===== src/rtl/rpn_stack_engine.sv =====
`default_nettype none
// ============================================================================
//  Module   : rpn_stack_engine
//  Purpose  : Stack-and-ALU engine for the RPN calculator. Holds up to DEPTH
//             operands of DATA_W bits in a synchronous-read stack memory, keeps
//             the top of stack in a register, and executes PUSH, POP, DUP,
//             ADD, SUB, MUL and CLEAR through a valid/ready handshake.
//
//  Ports    : CLOCK_50   in   system clock, rising edge active
//             RESET_N    in   asynchronous active-low reset
//             cmd_valid  in   command present
//             cmd_op     in   opcode (0 PUSH,1 POP,2 ADD,3 SUB,4 MUL,5 DUP,
//                             6 CLEAR, 7 illegal)
//             cmd_data   in   PUSH operand
//             cmd_ready  out  engine idle, command may be accepted
//             done       out  one-cycle completion pulse (errors included)
//             tos        out  top-of-stack value, 0 when empty
//             depth      out  number of valid entries, 0..DEPTH
//             carry      out  flag from the last ADD/SUB/MUL
//             err        out  sticky error code (01 ovf, 10 unf, 11 illegal)
//
//  Revision : 1.0  initial release
// ============================================================================
module rpn_stack_engine #(
    parameter int DATA_W = 8,
    parameter int DEPTH  = 16
) (
    input  logic                       CLOCK_50,
    input  logic                       RESET_N,
    input  logic                       cmd_valid,
    input  logic [2:0]                 cmd_op,
    input  logic [DATA_W-1:0]          cmd_data,
    output logic                       cmd_ready,
    output logic                       done,
    output logic [DATA_W-1:0]          tos,
    output logic [$clog2(DEPTH):0]     depth,
    output logic                       carry,
    output logic [1:0]                 err
);

    localparam int AW      = $clog2(DEPTH);
    localparam int DEPTH_W = AW + 1;

    localparam logic [DEPTH_W-1:0] DEPTH_FULL = DEPTH_W'(DEPTH);
    localparam logic [DEPTH_W-1:0] DEPTH_ONE  = DEPTH_W'(1);
    localparam logic [DEPTH_W-1:0] DEPTH_TWO  = DEPTH_W'(2);

    localparam logic [2:0] OP_PUSH  = 3'd0;
    localparam logic [2:0] OP_POP   = 3'd1;
    localparam logic [2:0] OP_ADD   = 3'd2;
    localparam logic [2:0] OP_SUB   = 3'd3;
    localparam logic [2:0] OP_MUL   = 3'd4;
    localparam logic [2:0] OP_DUP   = 3'd5;
    localparam logic [2:0] OP_CLEAR = 3'd6;

    localparam logic [1:0] ERR_NONE    = 2'b00;
    localparam logic [1:0] ERR_OVERFLOW = 2'b01;
    localparam logic [1:0] ERR_UNDERFLOW = 2'b10;
    localparam logic [1:0] ERR_ILLEGAL = 2'b11;

    typedef enum logic [2:0] {
        S_IDLE = 3'd0,
        S_RD   = 3'd1,
        S_RDW  = 3'd2,
        S_WR   = 3'd3,
        S_DONE = 3'd4
    } state_t;

    state_t               state;

    // Command latched at acceptance
    logic [2:0]           op_q;
    logic [DATA_W-1:0]    data_q;
    logic                 err_pend_q;
    logic [1:0]           err_code_q;

    // Stack storage and read path
    logic [DATA_W-1:0]    mem [DEPTH];
    logic [DATA_W-1:0]    rd_q;
    logic [DATA_W-1:0]    nos_q;

    // Combinational helpers
    logic                 accept;
    logic                 chk_err;
    logic [1:0]           chk_code;
    logic                 short_path;
    logic [AW-1:0]        push_addr;
    logic [AW-1:0]        nos_addr;
    logic [DATA_W:0]      sum;
    logic [DATA_W:0]      diff;
    logic [2*DATA_W-1:0]  prod;
    logic [DATA_W-1:0]    alu_res;
    logic                 alu_carry;

    assign cmd_ready = (state == S_IDLE);
    assign accept    = cmd_valid && cmd_ready;

    // The slot above the top is mem[depth]; the entry below the top is
    // mem[depth-2]. When depth is DEPTH the push address wraps, but that case
    // is always an overflow and never writes.
    assign push_addr = depth[AW-1:0];
    assign nos_addr  = depth[AW-1:0] - AW'(2);

    // Error classification is done at acceptance against the current depth,
    // so an erroring command never disturbs the stack.
    always_comb begin
        chk_err  = 1'b0;
        chk_code = ERR_NONE;
        case (cmd_op)
            OP_PUSH: begin
                if (depth == DEPTH_FULL) begin
                    chk_err  = 1'b1;
                    chk_code = ERR_OVERFLOW;
                end
            end
            OP_DUP: begin
                if (depth == DEPTH_FULL) begin
                    chk_err  = 1'b1;
                    chk_code = ERR_OVERFLOW;
                end else if (depth == '0) begin
                    chk_err  = 1'b1;
                    chk_code = ERR_UNDERFLOW;
                end
            end
            OP_POP: begin
                if (depth == '0) begin
                    chk_err  = 1'b1;
                    chk_code = ERR_UNDERFLOW;
                end
            end
            OP_ADD, OP_SUB, OP_MUL: begin
                if (depth < DEPTH_TWO) begin
                    chk_err  = 1'b1;
                    chk_code = ERR_UNDERFLOW;
                end
            end
            OP_CLEAR: begin
                chk_err  = 1'b0;
                chk_code = ERR_NONE;
            end
            default: begin
                chk_err  = 1'b1;
                chk_code = ERR_ILLEGAL;
            end
        endcase
    end

    // Commands that never need the second-from-top operand skip the read.
    assign short_path = chk_err || (cmd_op == OP_PUSH) || (cmd_op == OP_DUP)
                     || (cmd_op == OP_CLEAR);

    // ALU on the captured NOS and the cached top of stack.
    assign sum  = {1'b0, nos_q} + {1'b0, tos};
    assign diff = {1'b0, nos_q} - {1'b0, tos};
    assign prod = {{DATA_W{1'b0}}, nos_q} * {{DATA_W{1'b0}}, tos};

    always_comb begin
        alu_res   = sum[DATA_W-1:0];
        alu_carry = sum[DATA_W];
        case (op_q)
            OP_SUB: begin
                alu_res   = diff[DATA_W-1:0];
                alu_carry = diff[DATA_W];           // borrow out
            end
            OP_MUL: begin
                alu_res   = prod[DATA_W-1:0];
                alu_carry = |prod[2*DATA_W-1:DATA_W];
            end
            default: begin
                alu_res   = sum[DATA_W-1:0];
                alu_carry = sum[DATA_W];
            end
        endcase
    end

    // Stack memory: no reset, synchronous read. Writes happen only in WR, and
    // because state is reset asynchronously an aborted command never writes.
    always_ff @(posedge CLOCK_50) begin
        if (state == S_RD) begin
            rd_q <= mem[nos_addr];
        end
        if ((state == S_WR) && !err_pend_q) begin
            case (op_q)
                OP_PUSH:                mem[push_addr] <= data_q;
                OP_DUP:                 mem[push_addr] <= tos;
                OP_ADD, OP_SUB, OP_MUL: mem[nos_addr]  <= alu_res;
                default: ;
            endcase
        end
    end

    // Control FSM with registered outputs.
    always_ff @(posedge CLOCK_50 or negedge RESET_N) begin
        if (!RESET_N) begin
            state      <= S_IDLE;
            done       <= 1'b0;
            tos        <= '0;
            depth      <= '0;
            carry      <= 1'b0;
            err        <= ERR_NONE;
            op_q       <= OP_PUSH;
            data_q     <= '0;
            err_pend_q <= 1'b0;
            err_code_q <= ERR_NONE;
            nos_q      <= '0;
        end else begin
            done <= 1'b0;
            case (state)
                S_IDLE: begin
                    if (accept) begin
                        op_q       <= cmd_op;
                        data_q     <= cmd_data;
                        err_pend_q <= chk_err;
                        err_code_q <= chk_code;
                        state      <= short_path ? S_WR : S_RD;
                    end
                end
                S_RD: begin
                    state <= S_RDW;
                end
                S_RDW: begin
                    nos_q <= rd_q;
                    state <= S_WR;
                end
                S_WR: begin
                    if (err_pend_q) begin
                        err <= err_code_q;
                    end else begin
                        case (op_q)
                            OP_PUSH: begin
                                tos   <= data_q;
                                depth <= depth + DEPTH_ONE;
                            end
                            OP_DUP: begin
                                depth <= depth + DEPTH_ONE;
                            end
                            OP_POP: begin
                                // Popping the last entry exposes an empty stack.
                                tos   <= (depth == DEPTH_ONE) ? '0 : nos_q;
                                depth <= depth - DEPTH_ONE;
                            end
                            OP_ADD, OP_SUB, OP_MUL: begin
                                tos   <= alu_res;
                                carry <= alu_carry;
                                depth <= depth - DEPTH_ONE;
                            end
                            OP_CLEAR: begin
                                tos   <= '0;
                                depth <= '0;
                                carry <= 1'b0;
                                err   <= ERR_NONE;
                            end
                            default: ;
                        endcase
                    end
                    state <= S_DONE;
                end
                S_DONE: begin
                    done  <= 1'b1;
                    state <= S_IDLE;
                end
                default: begin
                    state <= S_IDLE;
                end
            endcase
        end
    end

endmodule
`default_nettype wire


===== config.mk =====
export PLATFORM = sky130hd
export DESIGN_NAME = rpn_stack_engine
export DESIGN_NICKNAME = d
export VERILOG_FILES = /design/src/rtl/rpn_stack_engine.sv
export SDC_FILE = /design/constraint.sdc
export NUM_CORES = 1
export LEC_CHECK = 0
export BUFFER_PORTS_ARGS = -buffer_cell sky130_fd_sc_hd__buf_2
export CAP_MARGIN = 20
export CORE_MARGIN = 5
export CORE_UTILIZATION = 40
export CTS_CLUSTER_DIAMETER = 150
export CTS_CLUSTER_SIZE = 28
export DETAILED_ROUTE_END_ITERATION = 10
export SLEW_MARGIN = 10
export SYNTH_ARGS = -nofsm -noshare
export SYNTH_HDL_FRONTEND = slang
export SYNTH_SLANG_ARGS = --single-unit

===== constraint.sdc =====
create_clock -name CLOCK_50 -period 6 [get_ports CLOCK_50]
set_input_delay 1.2 -clock CLOCK_50 [delete_from_list [all_inputs] [get_ports CLOCK_50]]
set_output_delay 1.2 -clock CLOCK_50 [all_outputs]
set_load 0.005 [all_outputs]

# --- After elaboration in Yosys (flattened, before gate mapping) ---
# Memory sizes are Yosys's and may differ from the RTL's. A register that Yosys moved wholly into a read port is not among the register bits.
# Cells that the tools add are included.
# W data, S select, Z words.
totals:
  mem_count: 1
  in_bits: 14
  output_inout_bits: 18
  register_bits: 42
  elab_cells: 100
  mem_bits_rw: 128
memory_table:
  columns: ["name", "depth", "width", "read_ports", "rd_clocked_by_memory_dff", "wr", "line_no", "rtl"]
  rows:
  - ["mem", 16, 8, 1, 1, 1, "78", "logic [DATA_W-1:0] mem [DEPTH];"]
op_classes:
  order_cmp: 1
  mul: 1
  n_bitwise: 2
  muxes: 35
  n_addsub: 5
  reduce_logical: 25
  n_eq_ne: 19
op_table:
  columns: ["operator", "n"]
  rows:
  - ["$pmux W8 S4", 1]
  - ["$mux W8", 3]
  - ["$eq A3 B3 Y1 const B", 7]
  - ["$eq A3 B2 Y1 const B", 6]
  - ["$mul A8 B8 Y16", 1]
  - ["$mux W1", 16]
  - ["$pmux W8 S2", 1]
  - ["$reduce_or A8 Y1", 2]
  - ["$pmux W5 S3", 1]
  - ["$mux W2", 6]
  - ["$pmux W3 S4", 1]
  - ["$pmux W2 S5", 1]
  - ["$add A8 B8 Y9", 1]
  - ["$eq A3 B1 Y1 const B", 3]
  - ["$logic_not A3 Y1", 3]
  - ["$reduce_and A3 Y1", 3]
  - ["$sub A8 B8 Y9", 1]
  - ["$reduce_or A3 Y1", 2]
  - ["$add A5 B1 Y5 const B", 1]
  - ["$eq A5 B1 Y1 const B", 1]
  - ["$eq A5 B5 Y1 const B", 1]
  - ["$logic_not A5 Y1", 1]
  - ["$lt A5 B2 Y1 const B", 1]
  - ["$pmux W1 S5", 1]
  - ["17 further kinds", 23]

# --- Longest topological paths before layout ---
logic_depth:
  word_depth: 10
  depth_mapped: 17
  depth_no_buf: 17

# --- Least setup slack after synthesis ---
# OpenSTA, ideal clock, no wires.
synth_timing:
  path_type: "flip-flop to flip-flop"
  start: "register nos_q[1]"
  end: "memory mem[0][7] (data pin)"
  t_arrival_ns: 4.357
  path_stages_with_launch: 15
  required_ns: 5.670
  path_slack_ns: 1.313
  setup_ns: 0.330
  path_buffers: 1
  period_less_slack_ns: 4.687
  cell_sequence: "dfrtp_1 clkbuf_1 nand2_1 fa_1 fa_1 fa_1 fa_1 inv_1 ha_1 o21ai_0 nor2_1 nor2_1 o21ai_0 or4_1 o21ai_0"
synth_between:
  elab_chain_len: 3
  elab_cells_between_ends: 5
  cone_classes: "add/sub: 2; mul: 1; mux: 2"
synth_lines:
  columns: ["item", "line_no", "rtl"]
  rows:
  - ["from (decl)", "80", "logic [DATA_W-1:0] nos_q;"]
  - ["from (signal assigned)", "222", "nos_q <= rd_q;"]
  - ["$mul A8 B8 Y16, or another cell as far along", "155", "assign prod = {{DATA_W{1'b0}}, nos_q} * {{DATA_W{1'b0}}, tos};"]
  - ["$pmux W8 S2 *", "160", "case (op_q)"]
  - ["$mux W8 (no source line) *", null, null]
  - ["to (decl)", "78", null]
# Every way passes the cells marked *; elsewhere a longest branch is shown, timed or not.

# --- Worst setup path after layout ---
layout_timing:
  start: "register tos[4]"
  end: "register carry"
layout_between:
  elab_chain_len: 4
  elab_cells_between_ends: 6
  cone_classes: "add/sub: 2; mul: 1; mux: 2; reduce/logical: 1"
layout_lines:
  columns: ["item", "line_no", "rtl"]
  rows:
  - ["from (decl)", "35", "output logic [DATA_W-1:0] tos,"]
  - ["from (signal assigned)", "231", "tos <= data_q;"]
  - ["from (signal assigned)", "239", "tos <= (depth == DEPTH_ONE) ? '0 : nos_q;"]
  - ["from (signal assigned)", "243", "tos <= alu_res;"]
  - ["$mul A8 B8 Y16", "155", null]
  - ["$reduce_or A8 Y1", "167", "alu_carry = |prod[2*DATA_W-1:DATA_W];"]
  - ["$pmux W1 S2 *", "160", null]
  - ["$pmux W1 S2 *", "229", "case (op_q)"]
  - ["to (signal assigned)", "244", "carry <= alu_carry;"]
  - ["to (decl)", "37", "output logic carry,"]
# Marks and branches as above.
# A chain may end at the register's enable or synchronous reset.

==> results_dict.tcl <==
set metrics [dict create \
    h-tree-depth 4 \
    synthCells 825 \
    grt_overflow_total 0 \
    min_path_type "flop to flop" \
    yosys-mux-area-fraction_pct 11.45 \
    cap_viol_max_count 0 \
    ys_top_cells_by_area "edfxtp_1 (39%), dfrtp_1 (10%), mux4_2 (8.6%), fa_1 (7.3%), ha_1 (7.1%)" \
    n_antenna_cell 0 \
    synth_nets 936 \
    end_kind "flop" \
    grt_max_degree 43 \
    cts_sinks 178 \
    drc 0 \
    first_pass_iters 6 \
    drive_above_1_share_pct 17.07 \
    grt_setup_unrepaired "no" \
    synth_top_area_share_pct 39.21 \
    ant_nets 0 \
    criticalPathCategory "flop to flop" \
    cts_resized 0 \
    synth-compound-area-share_pct 9.623 \
    clk_latency_ns 0.42 \
    setup_viol 0 \
    ys_seq_area_share_pct 49.30 \
    hpwlAfterDp_mm 17.05 \
    regArea_um2 5136 \
    final_cell_mix "edfxtp_1 (136), inv_1 (81), nand2_1 (61)" \
    rr_worst_depth 14 \
    synth_seq_cells 178 \
    reg2reg_slack_ns 0.89 \
    synth-edff-count 136 \
    worst_pin_slew_ns 1.094 \
    drt-total-wl_mm 23.34 \
    grt_use_total_pct 16.51 \
    final_hold_viol_count 0 \
    nNetsFinal 965 \
    wl_per_cell_um 19.42 \
    avgViaCountPerCell 5.463 \
    synth-xor-area-share_pct 0.5887 \
    ioPinCount 32 \
    final_common_cell "edfxtp_1" \
    fmax_mhz 195.7 \
    clkSlewWorstSetupHoldPaths_ns 0.07 \
    syn2layout_area_growth_pct 10.96 \
    place_congestion 0.8484 \
    synthDistinctLibCells 71 \
    fillCellCount 2346 \
    holdBufCountCts 0 \
    die_h_um 171.4 \
    synth_top_family_by_area "adder cells" \
    ys_async_sr_fraction_pct 23.60 \
    crit_arrival_ns 5.37 \
    period_minus_slack_ns 5.111 \
    via_count 6567 \
    skew_ns 0.009111 \
    cts_root_buffer "clkbuf_16" \
    grt_pass1_wl_mm 37.32 \
    drt_iter0_markers 403 \
    drv_slew 0 \
    start_kind "flop" \
    antenna_found_initial 0 \
    multi_input_area_um2 4820 \
    fp-row-count 59 \
    tns_ns 0 \
    yosys_warnings 0 \
    cts-buffers-inserted 17 \
    numPortBuffers 31 \
    yosysTopAreaCell "edfxtp_1" \
    synth_fa_ha_area_share_pct 14.39 \
    cts_tree "done" \
    synth_ff_type "edfxtp_1" \
    die_w_um 171.4 \
    outcome "finished, final reports clean" \
    worstPathMaxFanout 11 \
    holdPathStages 1 \
    avgSynthCellArea_um2 12.62 \
    core_area_um2 25840 \
    post-cts-setup-buffers 0 \
    fin_crit_sh_pct 85.19 \
    synth-simple-area-share_pct 10.22 \
    grt_pass1_vias 6520 \
    die_area_um2 29360 \
    slew_headroom_pct 26.48 \
    cp_data_required_time_ns 6.26 \
    clockBufferDepth 2 \
    start_util_pct 40.31 \
    netlist_area_um2 10410 \
]
-- cells by family after synthesis --
logic type	after synthesis
fa+ha+maj	97
mux	67
flops	178
buf+inv	115
compound gates	153
xor+xnor	7
simple gates	208
-- metrics by stage --
step	setup WS (ns)	util [%]	instances	area [µm²]	hold WS [ns]
after detailed placement	0.9292	42.28	1169	10920	0.4672
final	0.8889	44.73	1202	11560	0.4785
after global placement	0.9463	42.25	1168	10920	0.4635
after floorplan	1.313	-	825	10420	0.4260
after CTS	0.9062	44.65	1201	11540	0.4837
after global routing	0.6892	44.73	1202	11560	0.4937
-- cell usage after synthesis, types with 3 or more instances --
library cell and number:
edfxtp_1 136, inv_1 81, nand2_1 61, ha_1 59, nor2_1 51, dfrtp_1 42, mux4_2 40, fa_1 38
a21oi_1 36, o21ai_0 32, and2_1 30, clkbuf_1 17, mux2_2 17, buf_2 14, nor3_1 14, a211oi_1 11
a31oi_1 11, mux2i_1 10, nand3_1 10, o31ai_1 7, a21o_1 6, nor2b_1 6, o21a_1 6, a221oi_1 5
o211ai_1 5, or3_1 5, xor2_1 5, and3_1 4, o21bai_1 4, o22ai_1 4, a221o_1 3, a22oi_1 3
nand2b_1 3
-- state kept, by name, indices dropped and copies added (netlist names), 2 cells and up --
name / count
mem: 128
data_q: 8
nos_q: 8
rd_q: 8
tos: 8
depth: 5
op_q: 3
state: 3
err: 2
err_code_q: 2
-- routing by layer --
| metal | up-vias | global-route usage [%] | routed length, µm |
|---|---|---|---|
| li1 | 3089 | - | - |
| met1 | 3295 | 23.52 | 10780 |
| met2 | 158 | 26.46 | 11180 |
| met3 | 25 | 2.229 | 1006 |
| met4 | 0 | 5.305 | 375 |
| met5 | - | 0 | 0 |
-- worst max-delay path: stages (launching register included) --
cell	delay, ns
dfrtp_1	0.57
ha_1	0.38
fa_1	0.55
inv_1	0.05
fa_1	0.47
fa_1	0.52
fa_1	0.54
inv_1	0.04
ha_1	0.36
nor2_1	0.10
a221oi_1	0.40
o311ai_0	0.21
or4_4	0.44
nor3_2	0.12
a41oi_1	0.20
-- layout make-up --
cell class / instances / area share (%)
Multi-Input combinational cell: 532 / 41.71
Tap cell: 335 / 3.627
Sequential cell: 178 / 44.45
Timing Repair Buffer: 44 / 2.295
Clock inverter: 14 / 1.581
Clock buffer: 18 / 3.714
Inverter: 81 / 2.631
-- worst paths after layout --
path                                        endpoint          startpoint
max                                carry$_DFFE_PN0P_  tos[4]$_DFFE_PN0P_
max reg2reg                        carry$_DFFE_PN0P_  tos[4]$_DFFE_PN0P_
max in group asynchronous      data_q[1]$_DFFE_PN0P_             RESET_N
min                             nos_q[6]$_DFFE_PN0P_   rd_q[6]$_DFFE_PP_
min in group asynchronous  err_code_q[0]$_DFFE_PN0P_             RESET_N
min reg2reg                     nos_q[6]$_DFFE_PN0P_   rd_q[6]$_DFFE_PP_
Power is left out: the tool's default activity adds up to more than one toggle a clock period on the data nets, which glitch-free logic cannot reach.
